**src/rtl/mc_ctrl_pkg.sv**
```systemverilog
// mc_ctrl_pkg: shared types and encodings for the multi-cycle RV32I control FSM.
//
// Contents:
//   state_t        control FSM states
//   OP_*           supported opcodes
//   ALUOP_*, SRCA_*, SRCB_*, RES_*, IMM_*  datapath select encodings
//   is_mem_state   states that drive the unified memory port
//   imm_src_for    immediate format for an opcode
package mc_ctrl_pkg;

    typedef enum logic [3:0] {
        S_START,
        S_FETCH,
        S_DECODE,
        S_MEMADR,
        S_MEMREAD,
        S_MEMWB,
        S_MEMWRITE,
        S_EXECR,
        S_EXECI,
        S_ALUWB,
        S_BEQ,
        S_JAL,
        S_TRAP
    } state_t;

    localparam logic [6:0] OP_LW   = 7'b0000011;
    localparam logic [6:0] OP_SW   = 7'b0100011;
    localparam logic [6:0] OP_R    = 7'b0110011;
    localparam logic [6:0] OP_IALU = 7'b0010011;
    localparam logic [6:0] OP_BEQ  = 7'b1100011;
    localparam logic [6:0] OP_JAL  = 7'b1101111;

    localparam logic [1:0] ALUOP_ADD   = 2'b00;
    localparam logic [1:0] ALUOP_SUB   = 2'b01;
    localparam logic [1:0] ALUOP_FUNCT = 2'b10;

    localparam logic [1:0] SRCA_PC    = 2'b00;
    localparam logic [1:0] SRCA_OLDPC = 2'b01;
    localparam logic [1:0] SRCA_RS1   = 2'b10;

    localparam logic [1:0] SRCB_RS2  = 2'b00;
    localparam logic [1:0] SRCB_IMM  = 2'b01;
    localparam logic [1:0] SRCB_FOUR = 2'b10;

    localparam logic [1:0] RES_ALUOUT = 2'b00;
    localparam logic [1:0] RES_RDATA  = 2'b01;
    localparam logic [1:0] RES_ALURES = 2'b10;

    localparam logic [1:0] IMM_I = 2'b00;
    localparam logic [1:0] IMM_S = 2'b01;
    localparam logic [1:0] IMM_B = 2'b10;
    localparam logic [1:0] IMM_J = 2'b11;

    // States that hold a request on the memory port and therefore run the wait timer.
    function automatic logic is_mem_state(input state_t s);
        return (s == S_FETCH) || (s == S_MEMREAD) || (s == S_MEMWRITE);
    endfunction

    function automatic logic [1:0] imm_src_for(input logic [6:0] opcode);
        logic [1:0] imm;
        case (opcode)
            OP_SW:   imm = IMM_S;
            OP_BEQ:  imm = IMM_B;
            OP_JAL:  imm = IMM_J;
            default: imm = IMM_I;
        endcase
        return imm;
    endfunction

endpackage

```
**src/rtl/mc_wait_timer.sv**
```systemverilog
// mc_wait_timer: memory wait counter for the multi-cycle control FSM.
//
// Ports:
//   clk, rst_n  clock, asynchronous active-low reset
//   clr         force the count to zero (takes priority over en)
//   en          count one more wait cycle
//   expired     count has reached TIMEOUT_CYCLES (never set when TIMEOUT_CYCLES is 0)
//
// The count saturates at all-ones so a disabled timeout can never wrap back
// into a false expiry.
module mc_wait_timer
    import mc_ctrl_pkg::*;
#(
    parameter int TIMEOUT_CYCLES = 255,
    parameter int CNT_W          = 8
) (
    input  logic clk,
    input  logic rst_n,
    input  logic clr,
    input  logic en,
    output logic expired
);

    localparam logic [CNT_W-1:0] LIMIT   = CNT_W'(TIMEOUT_CYCLES);
    localparam logic [CNT_W-1:0] CNT_MAX = {CNT_W{1'b1}};

    logic [CNT_W-1:0] count_q;
    logic [CNT_W-1:0] count_d;

    always_comb begin
        count_d = count_q;
        if (clr) begin
            count_d = '0;
        end else if (en && (count_q != CNT_MAX)) begin
            count_d = count_q + CNT_W'(1);
        end
    end

    always_ff @(posedge clk or negedge rst_n) begin
        if (!rst_n) begin
            count_q <= '0;
        end else begin
            count_q <= count_d;
        end
    end

    assign expired = (TIMEOUT_CYCLES != 0) && (count_q == LIMIT);

endmodule

```
**src/rtl/multicycle_ctrl.sv**
```systemverilog
// multicycle_ctrl: main control FSM of the multi-cycle RV32I core.
//
// Ports:
//   clk, rst_n           clock, asynchronous active-low reset
//   op                   opcode from the instruction register
//   Zero                 ALU zero flag (BEQ decision)
//   mem_ready            memory completes the current request this cycle
//   mem_req, MemWrite    memory request and write qualifier
//   AdrSrc               memory address: 0 = PC, 1 = ALU result register
//   IRWrite, PCWrite     instruction register / PC load strobes
//   RegWrite             register file write strobe
//   ResultSrc, ALUSrcA, ALUSrcB, ALUOp, ImmSrc   datapath selects
//   illegal, bus_err     sticky trap flags (unsupported opcode, memory timeout)
//   instret              retired-instruction count
//
// Build option: define MC_PERF_CNT_EN to build the instret counter;
// otherwise instret is tied to zero.
module multicycle_ctrl
    import mc_ctrl_pkg::*;
#(
    parameter int TIMEOUT_CYCLES = 255,
    parameter int CNT_W          = 8
) (
    input  logic        clk,
    input  logic        rst_n,
    input  logic [6:0]  op,
    input  logic        Zero,
    input  logic        mem_ready,
    output logic        mem_req,
    output logic        MemWrite,
    output logic        AdrSrc,
    output logic        IRWrite,
    output logic        PCWrite,
    output logic        RegWrite,
    output logic [1:0]  ResultSrc,
    output logic [1:0]  ALUSrcA,
    output logic [1:0]  ALUSrcB,
    output logic [1:0]  ALUOp,
    output logic [1:0]  ImmSrc,
    output logic        illegal,
    output logic        bus_err,
    output logic [31:0] instret
);

    state_t state_q, state_d;
    logic   illegal_q, illegal_d;
    logic   bus_err_q, bus_err_d;
    logic   wait_clr, wait_en, wait_expired;

    // The timer restarts whenever we are outside a memory state or about to
    // change state, so each memory state is entered with a zero count.
    assign wait_clr = !is_mem_state(state_q) || (state_d != state_q);
    assign wait_en  = is_mem_state(state_q) && !mem_ready;

    mc_wait_timer #(
        .TIMEOUT_CYCLES (TIMEOUT_CYCLES),
        .CNT_W          (CNT_W)
    ) u_wait_timer (
        .clk     (clk),
        .rst_n   (rst_n),
        .clr     (wait_clr),
        .en      (wait_en),
        .expired (wait_expired)
    );

    always_comb begin
        state_d   = state_q;
        illegal_d = illegal_q;
        bus_err_d = bus_err_q;
        mem_req   = 1'b0;
        MemWrite  = 1'b0;
        AdrSrc    = 1'b0;
        IRWrite   = 1'b0;
        PCWrite   = 1'b0;
        RegWrite  = 1'b0;
        ResultSrc = RES_ALUOUT;
        ALUSrcA   = SRCA_PC;
        ALUSrcB   = SRCB_RS2;
        ALUOp     = ALUOP_ADD;

        case (state_q)
            S_START: state_d = S_FETCH;

            S_FETCH: begin
                mem_req   = 1'b1;
                ALUSrcB   = SRCB_FOUR;
                ResultSrc = RES_ALURES;
                IRWrite   = mem_ready;
                PCWrite   = mem_ready;
                // A ready on the expiry cycle still completes normally.
                if (mem_ready) begin
                    state_d = S_DECODE;
                end else if (wait_expired) begin
                    state_d   = S_TRAP;
                    bus_err_d = 1'b1;
                end
            end

            S_DECODE: begin
                ALUSrcA = SRCA_OLDPC;
                ALUSrcB = SRCB_IMM;
                case (op)
                    OP_LW, OP_SW: state_d = S_MEMADR;
                    OP_R:         state_d = S_EXECR;
                    OP_IALU:      state_d = S_EXECI;
                    OP_BEQ:       state_d = S_BEQ;
                    OP_JAL:       state_d = S_JAL;
                    default: begin
                        state_d   = S_TRAP;
                        illegal_d = 1'b1;
                    end
                endcase
            end

            S_MEMADR: begin
                ALUSrcA = SRCA_RS1;
                ALUSrcB = SRCB_IMM;
                state_d = (op == OP_SW) ? S_MEMWRITE : S_MEMREAD;
            end

            S_MEMREAD: begin
                mem_req = 1'b1;
                AdrSrc  = 1'b1;
                if (mem_ready) begin
                    state_d = S_MEMWB;
                end else if (wait_expired) begin
                    state_d   = S_TRAP;
                    bus_err_d = 1'b1;
                end
            end

            S_MEMWB: begin
                ResultSrc = RES_RDATA;
                RegWrite  = 1'b1;
                state_d   = S_FETCH;
            end

            S_MEMWRITE: begin
                mem_req  = 1'b1;
                MemWrite = 1'b1;
                AdrSrc   = 1'b1;
                if (mem_ready) begin
                    state_d = S_FETCH;
                end else if (wait_expired) begin
                    state_d   = S_TRAP;
                    bus_err_d = 1'b1;
                end
            end

            S_EXECR: begin
                ALUSrcA = SRCA_RS1;
                ALUSrcB = SRCB_RS2;
                ALUOp   = ALUOP_FUNCT;
                state_d = S_ALUWB;
            end

            S_EXECI: begin
                ALUSrcA = SRCA_RS1;
                ALUSrcB = SRCB_IMM;
                ALUOp   = ALUOP_FUNCT;
                state_d = S_ALUWB;
            end

            S_ALUWB: begin
                RegWrite = 1'b1;
                state_d  = S_FETCH;
            end

            S_BEQ: begin
                ALUSrcA = SRCA_RS1;
                ALUSrcB = SRCB_RS2;
                ALUOp   = ALUOP_SUB;
                PCWrite = Zero;
                state_d = S_FETCH;
            end

            // PC takes the target from ALUOut while the ALU forms OldPC+4 for rd.
            S_JAL: begin
                ALUSrcA = SRCA_OLDPC;
                ALUSrcB = SRCB_FOUR;
                PCWrite = 1'b1;
                state_d = S_ALUWB;
            end

            S_TRAP: state_d = S_TRAP;

            default: state_d = S_START;
        endcase
    end

    always_ff @(posedge clk or negedge rst_n) begin
        if (!rst_n) begin
            state_q   <= S_START;
            illegal_q <= 1'b0;
            bus_err_q <= 1'b0;
        end else begin
            state_q   <= state_d;
            illegal_q <= illegal_d;
            bus_err_q <= bus_err_d;
        end
    end

    assign ImmSrc  = imm_src_for(op);
    assign illegal = illegal_q;
    assign bus_err = bus_err_q;

`ifdef MC_PERF_CNT_EN
    logic        retire;
    logic [31:0] instret_q, instret_d;

    // JAL is counted once, when it leaves through ALUWB.
    assign retire = (state_q == S_MEMWB) ||
                    ((state_q == S_MEMWRITE) && mem_ready) ||
                    (state_q == S_ALUWB) ||
                    (state_q == S_BEQ);

    always_comb begin
        instret_d = instret_q;
        if (retire) begin
            instret_d = instret_q + 32'd1;
        end
    end

    always_ff @(posedge clk or negedge rst_n) begin
        if (!rst_n) begin
            instret_q <= '0;
        end else begin
            instret_q <= instret_d;
        end
    end

    assign instret = instret_q;
`else
    assign instret = '0;
`endif

endmodule

```
**config.mk**
```make
export PLATFORM = sky130hd
export DESIGN_NAME = multicycle_ctrl
export DESIGN_NICKNAME = d
export VERILOG_FILES = /design/src/rtl/mc_ctrl_pkg.sv /design/src/rtl/mc_wait_timer.sv /design/src/rtl/multicycle_ctrl.sv
export SDC_FILE = /design/constraint.sdc
export NUM_CORES = 1
export LEC_CHECK = 0
export CORE_MARGIN = 2
export CORE_UTILIZATION = 41
export DETAILED_ROUTE_END_ITERATION = 8
export PLACE_DENSITY = 0.8
export SLEW_MARGIN = 10
export SYNTH_ARGS = -nofsm -noshare
export SYNTH_HDL_FRONTEND = slang
export SYNTH_SLANG_ARGS = --single-unit
```
**constraint.sdc**
```tcl
create_clock -name clk -period 1.8 [get_ports clk]
set_input_delay 0.36 -clock clk [delete_from_list [all_inputs] [get_ports clk]]
set_output_delay 0.36 -clock clk [all_outputs]
set_load 0.05 [all_outputs]
```
==> impl_metrics.tcl, run 1 <==
set metrics [dict create \
    antenna_cells 0 \
    rows 20 \
    fin_setup_tns_ps -501.3 \
    clock_path_buffers 2 \
    syn_avg_cell_area_um2 8.237 \
    status "finished with violations" \
    first_pass_iters 4 \
    period_share 1.058 \
    grt-ovfl-total 0 \
    path_class "register to output pin" \
    path_max_fanout 6 \
    core_area_mm2 0.003028 \
    worst_hold_path_type "primary input to async pin" \
    area_growth_pct 63.78 \
    syn_inst 156 \
    grt_pass1_vias 1145 \
    grt_max_degree 10 \
    vias 1273 \
    fin_ws_ps -104.6 \
    hold_slack_ps 318.8 \
    crit_arrival_ps 1540 \
    yosysTopAreaCell "dfrtp_1" \
    dpl.hpwl_mm 2.159 \
    numCtsBuffers 3 \
    ir_worst_vdd_uv 1427 \
    powerDensity_mw_per_mm2 1685 \
    rsz0062_at_grt "yes" \
    ant_nets 0 \
    drt_iter0_drc 44 \
    grt_use_total 0.1883 \
    syn_area_mm2 0.001285 \
    synth_edf_count 0 \
    start_kind "register" \
    grt_pass1_wl_mm 5.161 \
    critPathLaunch "state_q[1]" \
    slew_violations 0 \
    maxCapViolations 0 \
    clock_skew_ps 9.113 \
    nets 231 \
    die_h_um 59.99 \
    routabilityCongestion 0.7863 \
    netlist.area_leader.share 0.2726 \
    hold_viol 0 \
    root_buffer "clkbuf_4" \
    power.leakage_uw 0.0009980 \
    r2r-end "illegal" \
    antenna_found_initial 0 \
    synth-seq-cells 14 \
    drc_errors 0 \
    synth_ff_type "dfrtp_1" \
    worstRegToRegCells 5 \
    rr_startpoint "state_q[2]" \
    reg2reg_slack_ps 130 \
    drive_gt1_frac 0.4450 \
    finish.utilization 0.6950 \
    drt-vias-per-instance 4.859 \
    clk_pin_slew_ps 90 \
    required_ps 1440 \
    final-setup-viol-count 9 \
    clk_latency_ps 300 \
    wl_per_cell_um 12.95 \
    initial_core_util 0.4244 \
    cts.htree.levels 1 \
    max_freq_mhz 525.1 \
    min_period_ps 1905 \
    async_flop_share 1.000 \
    p_total_uw 3546 \
    cts_tree "done" \
    postCtsHoldBufs 0 \
    cp-endpoint "IRWrite" \
    io_buffers 28 \
    violations "negative setup slack" \
    yosysSeqAreaShare 0.2726 \
    crit_path_end_kind "output pin" \
    cts_sinks 14 \
    die_width_um 59.99 \
    wl_mm 3.394 \
    synth_area_leaders "dfrtp_1 (27%), buf_4 (19%), nor2_1 (6.4%)" \
    ys.warnings.count 0 \
    io_pins 61 \
    fillerInstances 216 \
    die_area_mm2 0.003598 \
    synth.distinct_cells 47 \
]
synth_stat cells (all sizes together), types with 2 or more instances:
cell type  instances
a21o               2
a21oi              4
and2               3
and3               2
buf               35
clkbuf             3
dfrtp             14
inv                2
nand2              6
nand2b             4
nand3              4
nand3b             2
nor2              22
nor2b              3
nor3               5
nor3b              2
o21a               2
o21ai              9
o22ai              2
or2                3
xnor2              5
xor2               4
power by group:
group / switching (µW) / internal (µW)
registers: 97.0 / 385
logic: 1500 / 1330
clock network: 113 / 124
total: 1710 / 1840
critical path, cell delays in order (launching register included):
cell and delay (ps):
dfrtp_2 460, buf_6 130, nor4b_4 310, and2_4 220, buf_12 130
per-layer routing:
metal / vias to the layer above / wire length, µm / part of all wire / track usage
met5: - / 0 / 0 / 0
met4: 0 / 40 / 0.012 / 0.06984
met3: 4 / 153 / 0.045 / 0.006494
met2: 50 / 1750 / 0.52 / 0.3230
met1: 624 / 1450 / 0.43 / 0.2503
li1: 595 / - / - / -
cells in the final DEF (no fill, tap or decap), types with 4 or more instances in the layout:
cell and n:
buf_12 15, buf_4 31, buf_6 6, conb_1 32, dfrtp_1 10, dfrtp_2 4
dlygate4sd2_1 6, nand2_1 6, nand3_1 4, nor2_1 14, nor2_2 5, nor3_1 4
o21ai_0 7, xnor2_1 4
area by class of cell:
| class | instances | area (µm²) | area share |
|---|---|---|---|
| well taps | 44 | 55.05 | 0.02616 |
| clock buffers | 4 | 36.28 | 0.01724 |
| inverters | 2 | 7.507 | 0.003567 |
| flip-flops and latches | 14 | 355.3 | 0.1688 |
| repair buffers | 65 | 730.7 | 0.3472 |
| multi-input cells | 133 | 919.6 | 0.4370 |
kinds of logic after synthesis:
kind of cell / count (synthesis) / synth area share
other: 1 / 0.002918
XOR/XNOR: 9 / 0.06134
buffers and inverters: 40 / 0.2181
flip-flops: 14 / 0.2726
adder cells (fa/ha/maj): 1 / 0.009736
AO/OA/AOI/OAI: 26 / 0.1363
multiplexers: 1 / 0.007790
AND/OR/NAND/NOR: 64 / 0.2911
metrics by stage:
step	instances	cell area [µm²]	setup slack, ps
2_1_floorplan	187	1453	-234.0
3_3_place_gp	238	1795	-131.1
3_5_place_dp	238	1795	-161.1
4_1_cts	261	2019	-66.70
5_1_grt	262	2105	-143.6
6_report	262	2105	-104.6
what timing repair did:
action,CTS,global route
setup buffers,18,1
gates cloned,1,0
pin swaps,14,4
gates resized for setup,26,17
endpoints found under the setup margin,15,17
sequential cells by signal, summed over array words and instances, names as in the netlist:
name / count
u_wait_timer.count_q: 8
state_q: 4
bus_err: 1
illegal: 1
worst min-delay path by stage:
stage | to | depth (start not counted) | slack [ps]
after CTS | bus_err | 1 | 320
after global routing | u_wait_timer.count_q[0] | 1 | 350
after detailed placement | u_wait_timer.count_q[0] | 1 | 450
after floorplan | bus_err | 0 | 60
final | bus_err | 1 | 320
after global placement | u_wait_timer.count_q[0] | 1 | 450
Note: power is estimated with default switching activity, not from simulation.
==> run 2, diff against run 1 <==
- CORE_ASPECT_RATIO: unset -> 0.5
==> impl_metrics.tcl, run 2 (synthesized netlist as in run 1, its figures left out) <==
set metrics [dict create \
    drt-vias-per-instance 4.945 \
    final-setup-viol-count 3 \
    clock_skew_ps 0.3594 \
    finish.instance_area_mm2 0.002028 \
    grt-ovfl-total 0 \
    power.leakage_uw 0.0009655 \
    rsz0062_at_grt "yes" \
    violations "negative setup slack" \
    period_share 1.017 \
    cts_tree "done" \
    reg2reg_slack_ps 130 \
    ir_worst_vdd_uv 839.1 \
    grt_use_total 0.1783 \
    path_cells "buf_6 > nor4b_4 > and2_4 > buf_12" \
    die_h_um 43.59 \
    io_pins 61 \
    finish.utilization 0.6771 \
    p_total_uw 3520 \
    drt_iter0_drc 84 \
    worst_hold_path_type "register to register" \
    path_class "register to output pin" \
    drive_gt1_frac 0.4028 \
    place_area_mm2 0.001768 \
    cts_sinks 14 \
    initial_core_util 0.4290 \
    hold_slack_ps 454.8 \
    min_period_ps 1830 \
    cts.htree.levels 1 \
    tightest_slew_ps 651.9 \
    hold_viol 0 \
    routabilityCongestion 0.7465 \
    ant_nets 0 \
    core_area_mm2 0.002995 \
    slew_violations 0 \
    antenna_found_initial 0 \
    dp_worst_setup_slack_ps -130.3 \
    die_area_mm2 0.003625 \
    rows 14 \
    grt_max_degree 17 \
    maxCapViolations 0 \
    numCtsBuffers 3 \
    clk_pin_slew_ps 60 \
    slew_headroom 0.5640 \
    status "finished with violations" \
    die_width_um 83.17 \
    clock_path_buffers 2 \
    crit_path_end_kind "output pin" \
    vias 1266 \
    io_buffers 28 \
    dpl.hpwl_mm 2.219 \
    area_growth_pct 57.84 \
    max_freq_mhz 546.5 \
    grt_pass1_wl_mm 5.099 \
    grt_pass1_vias 1070 \
    max_stage_delay_ps 450 \
    layout.cells.most_common_list "conb_1 (32), buf_4 (32), nor2_1 (16)" \
    required_ps 1440 \
    crit_arrival_ps 1470 \
    powerDensity_mw_per_mm2 1736 \
    drc_errors 0 \
    postCtsHoldBufs 0 \
    fillerInstances 213 \
    top_regs "u_wait_timer.count_q x8, state_q x4" \
    largest_register "u_wait_timer.count_q" \
    path_max_fanout 6 \
    fin_ws_ps -29.80 \
    wl_mm 3.574 \
    wl_per_cell_um 13.96 \
    nets 229 \
    clk_latency_ps 240 \
    critPathSlowestCell "dfrtp_2" \
    start_kind "register" \
    largest_reg_flops 8 \
    first_pass_iters 4 \
    antenna_cells 0 \
    root_buffer "clkbuf_8" \
]
-- run 2: power by group --
group          switching, µW  internal [µW]  total, µW
clock network            110            194        304
logic                   1470           1270       2740
registers               93.4            386        480
total                   1670           1850       3520
-- run 2: per-stage QoR --
| stage | instances | TNS [ps] |
|---|---|---|
| 2_1_floorplan | 187 | -717.0 |
| 3_3_place_gp | 231 | -156.5 |
| 3_5_place_dp | 231 | -213.7 |
| 4_1_cts | 247 | -1.660 |
| 5_1_grt | 256 | -281.0 |
| 6_report | 256 | -49.99 |
-- run 2: final cells by class --
| cell class | count | area, µm² | share of cell area |
|---|---|---|---|
| sequential | 14 | 355.3 | 0.1752 |
| tap | 40 | 50.05 | 0.02468 |
| timing repair buffer | 63 | 710.7 | 0.3504 |
| inverter | 2 | 7.507 | 0.003701 |
| clock buffer | 4 | 55.05 | 0.02714 |
| multi-input combinational | 133 | 849.6 | 0.4189 |
-- run 2: final timing paths --
check / cells past startpoint / start / endpoint
max: 4 / state_q[1] / IRWrite
min: 1 / bus_err / bus_err
max reg2reg: 6 / state_q[3] / state_q[2]
min reg2reg: 1 / bus_err / bus_err
max in group asynchronous: 1 / rst_n / state_q[3]
min in group asynchronous: 1 / rst_n / u_wait_timer.count_q[2]
-- run 2: timing repair --
item,4_1_cts,5_1_grt
gates resized for setup,14,17
pin swaps,9,1
cloned,0,1
setup buffers,13,8
endpoints found under the setup margin,16,15
-- run 2: critical path: cells and delay by family (launching register included) --
| kind | cells | cell delay, ps |
|---|---|---|
| buf+inv | 2 | 280 |
| flops | 1 | 450 |
| simple gates | 2 | 500 |
-- run 2: layer usage --
| metal | vias up | GRT usage | wire length [µm] |
|---|---|---|---|
| met4 | 0 | 0.04590 | 64 |
| met5 | - | 0 | 0 |
| met2 | 70 | 0.3161 | 1756 |
| met1 | 599 | 0.2315 | 1477 |
| met3 | 8 | 0.03238 | 276 |
| li1 | 589 | - | - |
==> run 3, diff against run 2 <==
- CORE_ASPECT_RATIO: 0.5 -> unset
- CORE_UTILIZATION: 41 -> 57
- DONT_BUFFER_PORTS: unset -> 1
- PLACE_DENSITY: 0.8 -> 0.72
==> impl_metrics.tcl, run 3 (synthesized netlist as in run 1, its figures left out) <==
set metrics [dict create \
    grt_max_degree 15 \
    io_pins 61 \
    area_growth_pct 30.48 \
    critPathSlowestCell "dfrtp_2" \
    largest_reg_flops 8 \
    fillerInstances 150 \
    path_cells "buf_4 > nand2b_2 > o22ai_4 > buf_12" \
    powerDensity_mw_per_mm2 1861 \
    clock_path_buffers 2 \
    max_stage_delay_ps 460 \
    rsz0062_at_grt "yes" \
    critPathTopFamily "flip-flops" \
    top_regs "u_wait_timer.count_q x8, state_q x4" \
    largest_register "u_wait_timer.count_q" \
    io_buffers 0 \
    path_depth 4 \
    start_kind "register" \
    worst_hold_path_type "primary input to register" \
    met2_usage 0.4017 \
    grtUsageMet3 0.008772 \
    drt-vias-per-instance 5.115 \
    critPathLaunch "state_q[3]" \
    grt-ovfl-total 0 \
    tightest_slew_ps 606.9 \
    status "finished with violations" \
    drc_errors 0 \
    clock_skew_ps 0.8092 \
    reg2reg_slack_ps 60 \
    min_period_ps 1882 \
    period_share 1.045 \
    numCtsBuffers 3 \
    final_common_cell "conb_1" \
    initial_core_util 0.5923 \
    finish.utilization 0.7728 \
    drive_gt1_frac 0.3526 \
    holdPathStages 2 \
    cts.htree.levels 1 \
    ant_nets 0 \
    crit_arrival_ps 1520 \
    cts_sinks 14 \
    routabilityCongestion 0.8163 \
    hold_viol 0 \
    nets 203 \
    required_ps 1440 \
    antenna_found_initial 0 \
    grt_pass1_wl_mm 4.312 \
    ir_worst_vdd_uv 1141 \
    finalNonFillerCells 218 \
    finish.instance_area_mm2 0.001677 \
    crit_path_end_kind "output pin" \
    die_area_mm2 0.002650 \
    root_buffer "clkbuf_4" \
    layout.cells.most_common_list "conb_1 (32), buf_4 (20), nor2_1 (18)" \
    grt_pass1_vias 990 \
    die_h_um 51.48 \
    clk_latency_ps 280 \
    multi_input_area_um2 853.3 \
    cp-endpoint "ALUOp[1]" \
    wl_mm 2.987 \
    grt_use_total 0.2138 \
    drt_iter0_drc 28 \
    maxCapViolations 0 \
    rows 17 \
    vias 1115 \
    cts_tree "done" \
    slew_headroom 0.5940 \
    core_area_mm2 0.002170 \
    die_width_um 51.48 \
    fin_ws_ps -81.58 \
    grt_util_met1 0.2584 \
    busiest_layer "met2" \
    power.leakage_uw 0.0008105 \
    regArea_um2 355.3 \
    violations "negative setup slack" \
    dp_cells 198 \
    clk_pin_slew_ps 80 \
    path_class "register to output pin" \
    dpl.hpwl_mm 1.973 \
    critical_path_buf_inv_count 2 \
    r2r-end "state_q[2]" \
    worstRegToRegCells 6 \
    wl_per_cell_um 13.70 \
    slew_violations 0 \
    rr_startpoint "state_q[3]" \
    path_max_fanout 6 \
    first_pass_iters 4 \
    max_freq_mhz 531.5 \
    antenna_cells 0 \
    final-setup-viol-count 11 \
    place_area_mm2 0.001458 \
]
run 3: area by class of cell:
type,count,area share
Multi-Input combinational cell,133,0.5090
Timing Repair Buffer,37,0.2321
Sequential cell,14,0.2119
Inverter,2,0.004478
Clock buffer,4,0.02164
Tap cell,28,0.02090
run 3: worst min path at each step:
stage	startpoint	end
2_1_floorplan	rst_n	bus_err
3_3_place_gp	rst_n	u_wait_timer.count_q[0]
3_5_place_dp	rst_n	u_wait_timer.count_q[1]
4_1_cts	mem_ready	u_wait_timer.count_q[0]
5_1_grt	mem_ready	u_wait_timer.count_q[1]
6_report	mem_ready	u_wait_timer.count_q[0]
run 3: what timing repair did:
item	CTS	global route
setup endpoints to repair	14	16
pin swaps	2	7
hold endpoints to repair	14	0
gates resized for setup	6	18
hold buffers	1	0
buffers inserted	11	4
run 3: metrics by stage:
step,setup WS (ps),hold WS (ps),power [µW],setup TNS (ps)
2_1_floorplan,-234.0,64.41,1955,-717.0
3_3_place_gp,201.3,64.81,2476,0
3_5_place_dp,164.9,64.69,2509,0
4_1_cts,-54.02,280.5,2903,-122.7
5_1_grt,-131.9,291.7,3265,-1150
6_report,-81.58,285.8,3120,-540.6
run 3: power by group:
part           switching (µW)  leakage, µW  internal, µW
Clock                    97.7    0.0000210           123
Combinational            1350     0.000610          1030
Sequential                130     0.000180           385
run 3: layer usage:
metal | share of wire | vias to the layer above
met4 | 0.019 | 0
met1 | 0.39 | 525
met5 | 0 | -
met3 | 0.046 | 4
li1 | - | 532
met2 | 0.54 | 54
